==> config.mk <==
export PLATFORM = sky130hd
export DESIGN_NAME = sccb_cfg_sequencer
export DESIGN_NICKNAME = d
export VERILOG_FILES = /design/src/rtl/sccb_cfg_sequencer.sv
export SDC_FILE = /design/constraint.sdc
export NUM_CORES = 1
export LEC_CHECK = 0
export ABC_AREA = 1
export BUFFER_PORTS_ARGS = -buffer_cell sky130_fd_sc_hd__buf_2
export CAP_MARGIN = 20
export CELL_PAD_IN_SITES_DETAIL_PLACEMENT = 1
export CELL_PAD_IN_SITES_GLOBAL_PLACEMENT = 1
export CORE_MARGIN = 2
export CORE_UTILIZATION = 47
export DETAILED_ROUTE_END_ITERATION = 12
export GPL_ROUTABILITY_DRIVEN = 1
export PLACE_DENSITY_LB_ADDON = 0.2
export SYNTH_ARGS = -nofsm -noshare
export SYNTH_HDL_FRONTEND = slang
export SYNTH_SLANG_ARGS = --single-unit
==> constraint.sdc <==
create_clock -name XCLK -period 6.1 [get_ports XCLK]
set_input_delay 0 -clock XCLK [delete_from_list [all_inputs] [get_ports XCLK]]
set_output_delay 0 -clock XCLK [all_outputs]
set_load 0.005 [all_outputs]
==> src/rtl/sccb_cfg_sequencer.sv <==
// Walks an external register-init table and issues one SCCB write per entry
// to configure an OV2640 after power-up (inline delays, END marker, NACK retry, timeout).
module sccb_cfg_sequencer #(
    parameter int         ADDR_W       = 8,
    parameter logic [7:0] DEV_ID       = 8'h60,
    parameter int         TICKS_PER_MS = 100000,
    parameter int         MAX_RETRY    = 3,
    parameter int         TIMEOUT_CYC  = 200000
) (
    input  logic              XCLK,
    input  logic              RST_N,
    input  logic              cfg_start,
    output logic [ADDR_W-1:0] rom_addr,
    input  logic [17:0]       rom_data,
    output logic              sccb_start,
    output logic [7:0]        sccb_addr_id,
    output logic [7:0]        sccb_addr_reg,
    output logic [7:0]        sccb_data,
    input  logic              sccb_busy,
    input  logic              sccb_done,
    input  logic              sccb_nack,
    output logic              cfg_busy,
    output logic              cfg_done,
    output logic              cfg_error,
    output logic [1:0]        err_code,
    output logic [ADDR_W-1:0] err_index
);
    localparam int DLY_NEED = $clog2(255 * TICKS_PER_MS + 1);
    localparam int DLY_W    = (DLY_NEED > 24) ? DLY_NEED : 24;
    localparam int TMO_W    = $clog2(TIMEOUT_CYC + 1);
    localparam int RTY_W    = 4;

    localparam logic [1:0] OP_WRITE = 2'b00;
    localparam logic [1:0] OP_DELAY = 2'b01;
    localparam logic [1:0] OP_END   = 2'b10;
    localparam logic [1:0] ERR_NACK = 2'b01;
    localparam logic [1:0] ERR_TMO  = 2'b10;
    localparam logic [1:0] ERR_OP   = 2'b11;

    typedef enum logic [3:0] {
        S_IDLE, S_FETCH, S_DECODE, S_ISSUE, S_WAIT, S_DELAY, S_NEXT, S_DONE, S_ERROR
    } state_t;

    state_t            r_state;
    state_t            w_next;
    logic [ADDR_W-1:0] r_addr;
    logic [7:0]        r_reg;
    logic [7:0]        r_data;
    logic [DLY_W-1:0]  r_dly;
    logic [TMO_W-1:0]  r_tmo;
    logic [RTY_W-1:0]  r_retry;
    logic              r_done;
    logic              r_error;
    logic [1:0]        r_code;
    logic [ADDR_W-1:0] r_eidx;

    logic [1:0]        w_op;
    logic              w_idle;
    logic              w_issue;
    logic              w_last;
    logic [RTY_W-1:0]  w_retry_nxt;
    logic [1:0]        w_err_code;
    logic [DLY_W-1:0]  w_dly_load;

    assign w_op        = rom_data[17:16];
    assign w_idle      = (r_state == S_IDLE) || (r_state == S_DONE) || (r_state == S_ERROR);
    assign w_issue     = (r_state == S_ISSUE) && !sccb_busy;
    assign w_last      = &r_addr;
    assign w_retry_nxt = r_retry + RTY_W'(1);
    assign w_dly_load  = DLY_W'(rom_data[7:0]) * DLY_W'(TICKS_PER_MS);

    // NOTE: every output the comb block drives gets a default first, so no path can infer a latch.
    always_comb begin
        w_next     = r_state;
        w_err_code = ERR_OP;
        case (r_state)
            S_IDLE, S_DONE, S_ERROR: if (cfg_start) w_next = S_FETCH;
            S_FETCH:                 w_next = S_DECODE;
            S_DECODE: begin
                case (w_op)
                    OP_WRITE: w_next = S_ISSUE;
                    OP_DELAY: w_next = (rom_data[7:0] == 8'd0) ? S_NEXT : S_DELAY;
                    OP_END:   w_next = S_DONE;
                    default:  w_next = S_ERROR;
                endcase
            end
            S_ISSUE: if (!sccb_busy) w_next = S_WAIT;
            S_WAIT: begin
                // A completion in the same cycle as the deadline still counts as a completion.
                if (sccb_done) begin
                    if (!sccb_nack)                             w_next = S_NEXT;
                    else if (w_retry_nxt <= RTY_W'(MAX_RETRY))  w_next = S_ISSUE;
                    else begin
                        w_next     = S_ERROR;
                        w_err_code = ERR_NACK;
                    end
                end else if (r_tmo == TMO_W'(TIMEOUT_CYC)) begin
                    w_next     = S_ERROR;
                    w_err_code = ERR_TMO;
                end
            end
            S_DELAY: if (r_dly == DLY_W'(1)) w_next = S_NEXT;
            S_NEXT:  w_next = w_last ? S_ERROR : S_FETCH;
            default: w_next = S_IDLE;
        endcase
    end

    // NOTE: sequential state uses non-blocking assignments only; the reset is sampled on the clock edge.
    always_ff @(posedge XCLK) begin
        if (!RST_N) begin
            r_state <= S_IDLE;
            r_addr  <= '0;
            r_reg   <= '0;
            r_data  <= '0;
            r_dly   <= '0;
            r_tmo   <= '0;
            r_retry <= '0;
            r_done  <= 1'b0;
            r_error <= 1'b0;
            r_code  <= '0;
            r_eidx  <= '0;
        end else begin
            r_state <= w_next;
            case (r_state)
                S_IDLE, S_DONE, S_ERROR: begin
                    if (cfg_start) begin
                        r_addr  <= '0;
                        r_retry <= '0;
                        r_done  <= 1'b0;
                        r_error <= 1'b0;
                        r_code  <= '0;
                        r_eidx  <= '0;
                    end
                end
                S_DECODE: begin
                    if (w_op == OP_WRITE) begin
                        r_reg  <= rom_data[15:8];
                        r_data <= rom_data[7:0];
                    end
                    if (w_op == OP_DELAY) r_dly <= w_dly_load;
                    if (w_op == OP_END)   r_done <= 1'b1;
                end
                // Counter holds the number of cycles elapsed since the start pulse.
                S_ISSUE: if (!sccb_busy) r_tmo <= TMO_W'(1);
                S_WAIT: begin
                    r_tmo <= r_tmo + TMO_W'(1);
                    if (sccb_done && sccb_nack) r_retry <= w_retry_nxt;
                end
                S_DELAY: r_dly <= r_dly - DLY_W'(1);
                S_NEXT: begin
                    r_retry <= '0;
                    if (!w_last) r_addr <= r_addr + ADDR_W'(1);
                end
                default: ;
            endcase
            if (w_next == S_ERROR && r_state != S_ERROR) begin
                r_error <= 1'b1;
                r_code  <= w_err_code;
                r_eidx  <= r_addr;
            end
        end
    end

    assign rom_addr      = r_addr;
    assign sccb_start    = w_issue;
    assign sccb_addr_id  = DEV_ID;
    assign sccb_addr_reg = r_reg;
    assign sccb_data     = r_data;
    assign cfg_busy      = !w_idle;
    assign cfg_done      = r_done;
    assign cfg_error     = r_error;
    assign err_code      = r_code;
    assign err_index     = r_eidx;
endmodule
==> flow_summary.html, run 1 <==
<table>
<tr><th>Metric</th><th>Value</th></tr>
<tr><th colspan="2">Status</th></tr>
<tr><td>Run status</td><td>finished, final reports clean</td></tr>
<tr><th colspan="2">Worst setup path</th></tr>
<tr><td>Slowest CP cell</td><td>sky130_fd_sc_hd__dlygate4sd3_1</td></tr>
<tr><td>Path length in cells of the critical path</td><td>19</td></tr>
<tr><td>Origin of the worst setup path</td><td>rom_data[2]</td></tr>
<tr><td>Type of element capturing the critical path</td><td>register</td></tr>
<tr><td>Register-to-Register Setup Slack</td><td>3.21 ns</td></tr>
<tr><td>Delay of the slowest cell on the worst path</td><td>approximately 0.53 ns</td></tr>
<tr><td>Crit-path leading delay family</td><td>adder cells</td></tr>
<tr><td>Setup Crit Path Kind</td><td>in2reg</td></tr>
<tr><td>Crit path max fanout</td><td>6</td></tr>
<tr><td>Worst path required time</td><td>6.40 ns</td></tr>
<tr><td>Endpoint of the worst setup timing path</td><td>r_dly[17]</td></tr>
<tr><td>Worst-case reg-to-reg path depth</td><td>10</td></tr>
<tr><td>Crit path DAT</td><td>3.97 ns</td></tr>
<tr><td>Startpoint Class</td><td>input port</td></tr>
<tr><td>FF-to-FF Start</td><td>r_state[3]</td></tr>
<tr><td>Dominant cell type by count on the critical path</td><td>sky130_fd_sc_hd__nand2_1</td></tr>
<tr><td>Number of buffers and inverters on the critical path</td><td>4</td></tr>
<tr><td>Cells along the critical path</td><td>dlygate4sd3_1 -&gt; buf_2 -&gt; inv_1 -&gt; ha_1 -&gt; ha_1 -&gt; fa_1 -&gt; ha_1 -&gt; ha_1 -&gt; nand2_1 -&gt; o21ai_0 -&gt; nand2_1 -&gt; nand2_1 -&gt; nand2_1 -&gt; nand2_1 -&gt; nor2_1 -&gt; nand3b_1 -&gt; nand3_1 -&gt; nand2_1 -&gt; inv_1</td></tr>
<tr><td>Terminus of the critical flop-to-flop path</td><td>r_dly[13]</td></tr>
<tr><th colspan="2">Die</th></tr>
<tr><td>Number of primary I/O pins</td><td>70</td></tr>
<tr><td>Core box area</td><td>13800 um2</td></tr>
<tr><td>Total Die Area</td><td>15000 um2</td></tr>
<tr><td>Die height</td><td>122 um</td></tr>
<tr><td>Row count</td><td>43</td></tr>
<tr><td>Die width</td><td>around 120 um</td></tr>
<tr><td>Initial cell density of the core</td><td>0.479</td></tr>
<tr><th colspan="2">Hold path</th></tr>
<tr><td>Cell depth of the worst hold path</td><td>4</td></tr>
<tr><td>Path class of the lowest-slack min-delay path</td><td>in2reg</td></tr>
<tr><td>Startpoint of the lowest-slack hold path</td><td>sccb_done</td></tr>
<tr><th colspan="2">Clocking</th></tr>
<tr><td>CTS tree</td><td>built</td></tr>
<tr><td>Clock Latency Late Sink</td><td>0.36 ns</td></tr>
<tr><td>Total CTS buffers</td><td>9</td></tr>
<tr><td>Clock-pin slew reported for the worst setup and hold paths after clock tree synthesis</td><td>around 0.070 ns</td></tr>
<tr><td>H-tree depth</td><td>3</td></tr>
<tr><td>Number of buffers between clock root and the deepest sink</td><td>2</td></tr>
<tr><td>Root buf cell</td><td>sky130_fd_sc_hd__clkbuf_16</td></tr>
<tr><td>Sink count of the clock tree</td><td>87</td></tr>
<tr><th colspan="2">Pwr</th></tr>
<tr><td>Total power draw</td><td>2030 uW</td></tr>
<tr><td>Max rail drop VDD</td><td>125 uV</td></tr>
<tr><td>Lkg Pwr</td><td>0.00350 uW</td></tr>
<tr><td>Power per cell area</td><td>274 nW/um2</td></tr>
<tr><th colspan="2">STA</th></tr>
<tr><td>Worst Max-Slew Pin Slew</td><td>0.970 ns</td></tr>
<tr><td>Final worst path period share</td><td>0.601</td></tr>
<tr><td>Unrepaired setup endpoints after global routing</td><td>no</td></tr>
<tr><td>Total negative slack for setup checks</td><td>0 ns</td></tr>
<tr><td>Max-slew headroom</td><td>0.352</td></tr>
<tr><td>Achievable clock frequency</td><td>273 MHz</td></tr>
<tr><td>Clk_skew</td><td>0.0113 ns</td></tr>
<tr><td>Number of hold violations in the final report</td><td>0</td></tr>
<tr><td>Minimum clock period after layout</td><td>around 3.7 ns</td></tr>
<tr><td>Number of endpoints failing setup at the final stage</td><td>0</td></tr>
<tr><td>Final number of max-transition violations</td><td>0</td></tr>
<tr><th colspan="2">Cells and area</th></tr>
<tr><td>Area delta synth-&gt;final</td><td>12.1%</td></tr>
<tr><td>Number of flip-flops in the largest register</td><td>25</td></tr>
<tr><td>Biggest regs</td><td>r_dly x25, r_tmo x18</td></tr>
<tr><td>Layout cells sized above 1</td><td>0.136</td></tr>
<tr><td>Leading cell types in the layout, fill and taps excluded</td><td>sky130_fd_sc_hd__nand2_1 (187), sky130_fd_sc_hd__inv_1 (114), sky130_fd_sc_hd__nor2_1 (89)</td></tr>
<tr><td>Register containing the most flip-flops in the final layout</td><td>r_dly</td></tr>
<tr><td>Final-layout fill cell count</td><td>approximately 1800</td></tr>
<tr><td>Final Util</td><td>0.537</td></tr>
<tr><td>Diode insertion count for antenna repair</td><td>0</td></tr>
<tr><td>Number of nets in the finished design</td><td>1100</td></tr>
<tr><td>Most common cell after layout, fill and taps aside</td><td>sky130_fd_sc_hd__nand2_1</td></tr>
<tr><th colspan="2">Placement</th></tr>
<tr><td># port buffers</td><td>between 60 and 70</td></tr>
<tr><td>HPWL reported at the end of detailed placement</td><td>14300 um</td></tr>
<tr><td>Routability-driven placement congestion ratio</td><td>0.800</td></tr>
<tr><th colspan="2">Yosys</th></tr>
<tr><td>Flip-flop and latch count after synthesis</td><td>87</td></tr>
<tr><td>Gate Count Post-Synth</td><td>938</td></tr>
<tr><td>Cell types occupying the most area after synthesis</td><td>sky130_fd_sc_hd__dfxtp_1 (26%), sky130_fd_sc_hd__ha_1 (13%), sky130_fd_sc_hd__nand2_1 (11%)</td></tr>
<tr><td>Cell variety after synth</td><td>53</td></tr>
<tr><td>Synth Flop Type</td><td>sky130_fd_sc_hd__dfxtp_1</td></tr>
<tr><td>Mean instance size in the synthesized netlist</td><td>7.03 um2</td></tr>
<tr><td>Warnings, synthesis</td><td>0</td></tr>
<tr><td>Share of flip-flops with an asynchronous set or reset</td><td>0</td></tr>
<tr><td>Top-area cell type share of the netlist area</td><td>0.264</td></tr>
<tr><td>Number of enable flip-flop cells after synthesis</td><td>0</td></tr>
<tr><td>Cell area after synthesis</td><td>6600 um2</td></tr>
<tr><td>Portion of the post-synthesis area used by sequential elements</td><td>0.264</td></tr>
<tr><td>Cell taking the most area after synthesis</td><td>sky130_fd_sc_hd__dfxtp_1</td></tr>
<tr><th colspan="2">Detailed routing</th></tr>
<tr><td>DRC marker count from the first detailed-route iteration</td><td>239</td></tr>
<tr><td>Via density per instance</td><td>5.49</td></tr>
<tr><td>Residual DRC</td><td>0</td></tr>
<tr><td>Overall via count from detail_route</td><td>6487</td></tr>
<tr><td>Antenna Nets Post-Route</td><td>0</td></tr>
<tr><td>Router iterations before antenna repair</td><td>4</td></tr>
<tr><td>Routed wire per std cell</td><td>17.0 um</td></tr>
<tr><td>Aggregate routed wire length</td><td>20100 um</td></tr>
<tr><th colspan="2">Global route</th></tr>
<tr><td>Global routing's busiest layer</td><td>met2</td></tr>
<tr><td>Largest net degree at the start of global routing</td><td>32</td></tr>
<tr><td>Met3 Use GR</td><td>0.0553</td></tr>
<tr><td>First-pass GRT wire length</td><td>33000 um</td></tr>
<tr><td>Total overflow reported by the global router</td><td>0</td></tr>
<tr><td>M2 GR Usage</td><td>0.454</td></tr>
<tr><td>Met1 usage</td><td>0.374</td></tr>
<tr><td>Global routing usage summed across all routing layers</td><td>0.279</td></tr>
<tr><td>Number of antenna violations at the first check in global routing</td><td>0</td></tr>
<tr><td>Via count of the first global-routing pass</td><td>6622</td></tr>
<tr><th colspan="2">Job</th></tr>
<tr><td>Max-Cap Viols</td><td>0</td></tr>
</table>
where the power goes:
part	internal, uW	switching (uW)	leakage (uW)
clock	289	274	0.000143
sequential	598	30.5	0.000703
combinational	285	550	0.00265
total	1170	854	0.00350
cell usage after synthesis, types with 3 or more instances:
library cell               count
sky130_fd_sc_hd__clkbuf_1     15
sky130_fd_sc_hd__xor2_1        9
sky130_fd_sc_hd__nor3b_1       4
sky130_fd_sc_hd__inv_2         9
sky130_fd_sc_hd__nand3b_1      3
sky130_fd_sc_hd__nand3_1      71
sky130_fd_sc_hd__o21bai_1      3
sky130_fd_sc_hd__buf_6         4
sky130_fd_sc_hd__a21boi_0      3
sky130_fd_sc_hd__nand2_4       5
sky130_fd_sc_hd__or2_2         3
sky130_fd_sc_hd__nand4_1      28
sky130_fd_sc_hd__fa_1         12
sky130_fd_sc_hd__a211oi_1      3
sky130_fd_sc_hd__nand3_2      10
sky130_fd_sc_hd__o21ai_0      40
sky130_fd_sc_hd__a21oi_2       9
sky130_fd_sc_hd__dfxtp_1      87
sky130_fd_sc_hd__nand2_1     187
sky130_fd_sc_hd__a22oi_1       3
sky130_fd_sc_hd__nor2_1       89
sky130_fd_sc_hd__ha_1         67
sky130_fd_sc_hd__buf_2         6
sky130_fd_sc_hd__buf_4         9
sky130_fd_sc_hd__inv_1       114
sky130_fd_sc_hd__nand2_2       6
sky130_fd_sc_hd__o211ai_1      6
sky130_fd_sc_hd__a21oi_1      65
sky130_fd_sc_hd__nor3_1       18
sky130_fd_sc_hd__a31oi_1       6
sky130_fd_sc_hd__nor2_2        9
sky130_fd_sc_hd__o21ai_1       5
cells by family (layout without fill, tap and decap cells):
kind of cell,Yosys count,in the layout,synth area share
compound gates,159,159,0.142
xor+xnor,11,11,0.0146
fa+ha+maj,79,79,0.164
buf+inv,158,216,0.101
flops,87,87,0.264
other cells,2,8,0.00114
simple gates,442,442,0.313
per-layer routing:
layer  part of all wire  vias up  routed length, um
li1                   -     3223                  -
met1               0.48     3119               9610
met2               0.46      113               9320
met3              0.037       32                753
met4              0.022        0                452
met5                  0        -                  0
worst register-to-register path, cell delays in order, from the launching register on:
cell	delay (ns)
sky130_fd_sc_hd__dfxtp_1	0.37
sky130_fd_sc_hd__nor2_1	0.21
sky130_fd_sc_hd__inv_2	0.08
sky130_fd_sc_hd__nor2_4	0.42
sky130_fd_sc_hd__inv_2	0.14
sky130_fd_sc_hd__nor2_8	0.18
sky130_fd_sc_hd__inv_2	0.12
sky130_fd_sc_hd__nand2_1	0.73
sky130_fd_sc_hd__inv_2	0.20
sky130_fd_sc_hd__a31oi_1	0.24
sky130_fd_sc_hd__a21oi_1	0.09
what timing repair did:
| action | in CTS | in global routing |
|---|---|---|
| setup buffers | 0 | 0 |
| hold buffers | 13 | 0 |
| hold endpoints to repair | 13 | 0 |
| gates resized for setup | 0 | 0 |
worst min path at each step:
stage | endpoint | slack, ns
after floorplan | sccb_addr_reg[4] | 0.16
after global placement | sccb_addr_reg[4] | 0.28
after CTS | sccb_data[6] | 0.005
after detailed placement | sccb_addr_reg[7] | 0.28
after global routing | sccb_data[1] | 0.06
final | r_state[3] | 0.03
layout make-up:
type,instances,area (um2),share of cell area
Sequential cell,87,1740,0.236
Tap cell,180,225,0.0305
Multi-Input combinational cell,699,4210,0.569
Clock inverter,7,72.6,0.00982
Inverter,124,470,0.0636
Timing Repair Buffer,76,450,0.0609
Clock buffer,9,225,0.0305
through the flow:
step	setup WS (ns)	hold WS, ns	std cells	area [um2]
finish	2.43	0.0304	1182	7390
floorplan	3.12	0.164	944	6620
detailed placement	2.62	0.280	1153	6960
CTS	2.44	0.00516	1182	7390
global route	2.22	0.0584	1182	7390
global placement	2.74	0.276	1153	6960
Power figures use the tool's default switching activity.
==> run 2, diff against run 1 <==
ABC_AREA = 0   (was 1)
CORE_UTILIZATION = 45   (was 47)
clock period = 3.7 ns   (was 6.1 ns; I/O delays follow)
==> run 2 against run 1 <==
Net effect:
- worst setup slack lost 2.2 ns
- count of clock-buffer cells in the layout up 1
- clock skew fell by 0.0034 ns
- sequential cell count stayed put
- die area is 4.0% lower
- non-clock buffer count up 11
- synthesized cell count down 22%
- combinational power rose by 2%
- critical path type unchanged
- critical endpoint is now r_dly[22]
- largest power group is now clock
- highest routed layer unchanged
==> flow_summary.html, run 2 <==
<table>
<tr><th>Metric</th><th>Value</th></tr>
<tr><th colspan="2">Status</th></tr>
<tr><td>Run status</td><td>finished, final reports clean</td></tr>
<tr><th colspan="2">Detailed routing</th></tr>
<tr><td>Residual DRC</td><td>0</td></tr>
<tr><td>Aggregate routed wire length</td><td>17400 um</td></tr>
<tr><td>Router iterations before antenna repair</td><td>4</td></tr>
<tr><td>Via density per instance</td><td>5.79</td></tr>
<tr><td>DRC marker count from the first detailed-route iteration</td><td>284</td></tr>
<tr><td>Overall via count from detail_route</td><td>5672</td></tr>
<tr><td>Antenna Nets Post-Route</td><td>0</td></tr>
<tr><td>Routed wire per std cell</td><td>17.7 um</td></tr>
<tr><th colspan="2">Cells and area</th></tr>
<tr><td>Post-Layout Cell Count</td><td>slightly below 1000</td></tr>
<tr><td>Area delta synth-&gt;final</td><td>14.8%</td></tr>
<tr><td>Number of nets in the finished design</td><td>between 900 and 1000</td></tr>
<tr><td>Number of flip-flops in the largest register</td><td>25</td></tr>
<tr><td>Diode insertion count for antenna repair</td><td>0</td></tr>
<tr><td>Layout cells sized above 1</td><td>0.129</td></tr>
<tr><td>Most common cell after layout, fill and taps aside</td><td>sky130_fd_sc_hd__nand2_1</td></tr>
<tr><td>Register containing the most flip-flops in the final layout</td><td>r_dly</td></tr>
<tr><td>Biggest regs</td><td>r_dly x25, r_tmo x18</td></tr>
<tr><td>Leading cell types in the layout, fill and taps excluded</td><td>sky130_fd_sc_hd__nand2_1 (94), sky130_fd_sc_hd__dfxtp_1 (87), sky130_fd_sc_hd__ha_1 (67)</td></tr>
<tr><th colspan="2">Yosys</th></tr>
<tr><td>Gate Count Post-Synth</td><td>between 700 and 800</td></tr>
<tr><td>Mean instance size in the synthesized netlist</td><td>about 8 um2</td></tr>
<tr><td>Cell area after synthesis</td><td>6050 um2</td></tr>
<tr><td>Synth Flop Type</td><td>sky130_fd_sc_hd__dfxtp_1</td></tr>
<tr><td>Share of flip-flops with an asynchronous set or reset</td><td>0</td></tr>
<tr><td>Top-area cell type share of the netlist area</td><td>0.288</td></tr>
<tr><td>Cell variety after synth</td><td>67</td></tr>
<tr><td>Cell taking the most area after synthesis</td><td>sky130_fd_sc_hd__dfxtp_1</td></tr>
<tr><td>Number of enable flip-flop cells after synthesis</td><td>0</td></tr>
<tr><td>Warnings, synthesis</td><td>0</td></tr>
<tr><td>Most numerous cell in the Yosys netlist</td><td>sky130_fd_sc_hd__nand2_1</td></tr>
<tr><td>Flip-flop and latch count after synthesis</td><td>87</td></tr>
<tr><td>Portion of the post-synthesis area used by sequential elements</td><td>0.288</td></tr>
<tr><td>Cell types occupying the most area after synthesis</td><td>sky130_fd_sc_hd__dfxtp_1 (29%), sky130_fd_sc_hd__ha_1 (14%), sky130_fd_sc_hd__nand2_1 (5.8%)</td></tr>
<tr><td>Ranking of synthesized cells by instance count</td><td>sky130_fd_sc_hd__nand2_1 (94), sky130_fd_sc_hd__dfxtp_1 (87), sky130_fd_sc_hd__ha_1 (67)</td></tr>
<tr><th colspan="2">STA</th></tr>
<tr><td>Worst Max-Slew Pin Slew</td><td>0.845 ns</td></tr>
<tr><td>Number of hold violations in the final report</td><td>0</td></tr>
<tr><td>Final number of max-transition violations</td><td>0</td></tr>
<tr><td>Achievable clock frequency</td><td>287 MHz</td></tr>
<tr><td>Clk_skew</td><td>0.00794 ns</td></tr>
<tr><td>Final worst path period share</td><td>0.943</td></tr>
<tr><td>Minimum clock period after layout</td><td>3.49 ns</td></tr>
<tr><td>Number of endpoints failing setup at the final stage</td><td>0</td></tr>
<tr><td>Final-layout worst hold slack</td><td>around 0.018 ns</td></tr>
<tr><td>Max-slew headroom</td><td>0.436</td></tr>
<tr><td>Unrepaired setup endpoints after global routing</td><td>no</td></tr>
<tr><th colspan="2">Clocking</th></tr>
<tr><td>Total CTS buffers</td><td>9</td></tr>
<tr><td>Clock-pin slew reported for the worst setup and hold paths after clock tree synthesis</td><td>about 0.070 ns</td></tr>
<tr><td>H-tree depth</td><td>3</td></tr>
<tr><td>Post-CTS setup repair buffer count</td><td>0</td></tr>
<tr><td>CTS tree</td><td>built</td></tr>
<tr><td>Number of buffers between clock root and the deepest sink</td><td>2</td></tr>
<tr><td>Root buf cell</td><td>sky130_fd_sc_hd__clkbuf_16</td></tr>
<tr><td>Sink count of the clock tree</td><td>between 80 and 90</td></tr>
<tr><td>Clock Latency Late Sink</td><td>0.35 ns</td></tr>
<tr><th colspan="2">Hold path</th></tr>
<tr><td>Hold path endpoint</td><td>sccb_data[0]</td></tr>
<tr><td>Path class of the lowest-slack min-delay path</td><td>in2reg</td></tr>
<tr><td>Cell depth of the worst hold path</td><td>3</td></tr>
<tr><td>Startpoint of the lowest-slack hold path</td><td>rom_data[0]</td></tr>
<tr><th colspan="2">Worst setup path</th></tr>
<tr><td>FF-to-FF Start</td><td>r_dly[2]</td></tr>
<tr><td>Setup Crit Path Kind</td><td>in2reg</td></tr>
<tr><td>Type of element capturing the critical path</td><td>register</td></tr>
<tr><td>Worst-case reg-to-reg path depth</td><td>6</td></tr>
<tr><td>Register-to-Register Setup Slack</td><td>0.70 ns</td></tr>
<tr><td>Crit path max fanout</td><td>3</td></tr>
<tr><td>Startpoint Class</td><td>input port</td></tr>
<tr><td>Crit path DAT</td><td>3.71 ns</td></tr>
<tr><td>Terminus of the critical flop-to-flop path</td><td>r_dly[12]</td></tr>
<tr><td>Worst path required time</td><td>3.93 ns</td></tr>
<tr><td>Origin of the worst setup path</td><td>rom_data[2]</td></tr>
<tr><th colspan="2">Global route</th></tr>
<tr><td>First-pass GRT wire length</td><td>28300 um</td></tr>
<tr><td>Global routing usage summed across all routing layers</td><td>0.243</td></tr>
<tr><td>Number of antenna violations at the first check in global routing</td><td>0</td></tr>
<tr><td>Via count of the first global-routing pass</td><td>about 6000</td></tr>
<tr><td>Total overflow reported by the global router</td><td>0</td></tr>
<tr><td>Largest net degree at the start of global routing</td><td>36</td></tr>
<tr><th colspan="2">Die</th></tr>
<tr><td>Die width</td><td>120 um</td></tr>
<tr><td>Die height</td><td>approximately 120 um</td></tr>
<tr><td>Row count</td><td>42</td></tr>
<tr><td>Core box area</td><td>~13000 um2</td></tr>
<tr><td>Initial cell density of the core</td><td>0.459</td></tr>
<tr><td>Total Die Area</td><td>14400 um2</td></tr>
<tr><td>Number of primary I/O pins</td><td>70</td></tr>
<tr><th colspan="2">Pwr</th></tr>
<tr><td>Lkg Pwr</td><td>0.00293 uW</td></tr>
<tr><td>Power per cell area</td><td>411 nW/um2</td></tr>
<tr><td>Max rail drop VDD</td><td>219 uV</td></tr>
<tr><th colspan="2">Job</th></tr>
<tr><td>Max-Cap Viols</td><td>0</td></tr>
<tr><th colspan="2">Placement</th></tr>
<tr><td># port buffers</td><td>61</td></tr>
<tr><td>Dpl cells</td><td>954</td></tr>
<tr><td>HPWL reported at the end of detailed placement</td><td>about 13000 um</td></tr>
<tr><td>Routability-driven placement congestion ratio</td><td>0.852</td></tr>
</table>
==> run 2: cell types whose count changed after synthesis, sizes merged, moves of 14 or more <==
| cell | before | now |
|---|---|---|
| o21ai | 45 | 19 |
| nand2 | 198 | 94 |
| nor2 | 101 | 56 |
| inv | 124 | 31 |
| mux2i | 0 | 14 |
| nand3 | 81 | 34 |
| nand4 | 28 | 9 |
==> run 2: worst max path at each step <==
stage                     end
CTS                 r_dly[22]
global placement    r_dly[22]
detailed placement  r_dly[22]
global route        r_dly[22]
finish              r_dly[22]
floorplan           r_dly[22]
==> run 2: metrics by stage <==
stage	power, uW	setup WS (ns)	area, um2	util	setup TNS, ns
2_1_floorplan	1590	0.354	6080	-	0
3_3_place_gp	1800	0.0370	6520	0.494	0
3_5_place_dp	1840	-0.119	6520	0.494	-0.119
4_1_cts	2880	0.237	6950	0.527	0
5_1_grt	3010	0.0104	6950	0.527	0
6_report	2860	0.211	6950	0.527	0
==> run 2: report_power, final <==
part	total, uW	switching (uW)	internal (uW)
registers	985	28.9	956
logic	855	512	343
clock network	1020	405	614
total	2860	946	1910
==> run 2: layout make-up <==
cell class              instances  area, um2
fillers                      1644       6240
multi-input cells             583       4020
flip-flops and latches         87       1740
repair buffers                 87        526
clock buffers                  10        239
well taps                     176        220
inverters                      31        116
clock inverters                 6       91.3
==> run 2: cell families after synthesis <==
kind of cell             synth area share
multiplexers                       0.0306
AO/OA/AOI/OAI                       0.169
flip-flops                          0.288
XOR/XNOR                           0.0260
buffers and inverters              0.0543
AND/OR/NAND/NOR                     0.253
other                             0.00124
adder cells (fa/ha/maj)             0.178
==> run 2: timing repair <==
item	4_1_cts	5_1_grt
resized for setup	0	1
setup endpoints to repair	0	1
endpoints found under the hold margin	10	0
hold buffers	10	0
==> run 2: worst max-delay path, cell delays in order <==
cell	delay (ns)
sky130_fd_sc_hd__buf_2	0.11
sky130_fd_sc_hd__ha_1	0.32
sky130_fd_sc_hd__ha_1	0.28
sky130_fd_sc_hd__inv_1	0.05
sky130_fd_sc_hd__fa_1	0.50
sky130_fd_sc_hd__inv_1	0.05
sky130_fd_sc_hd__fa_1	0.47
sky130_fd_sc_hd__ha_1	0.34
sky130_fd_sc_hd__o21ai_0	0.31
sky130_fd_sc_hd__nor3_1	0.13
sky130_fd_sc_hd__a2111oi_0	0.47
sky130_fd_sc_hd__o21bai_1	0.16
sky130_fd_sc_hd__xnor2_1	0.14
sky130_fd_sc_hd__a2111oi_0	0.38
==> run 2: layer usage <==
layer	vias to the layer above	track usage	wire length (um)
met1	2782	0.290	7650
li1	2769	-	-
met3	18	0.0456	670
met5	-	0	0
met2	103	0.443	8770
met4	0	0.0632	259
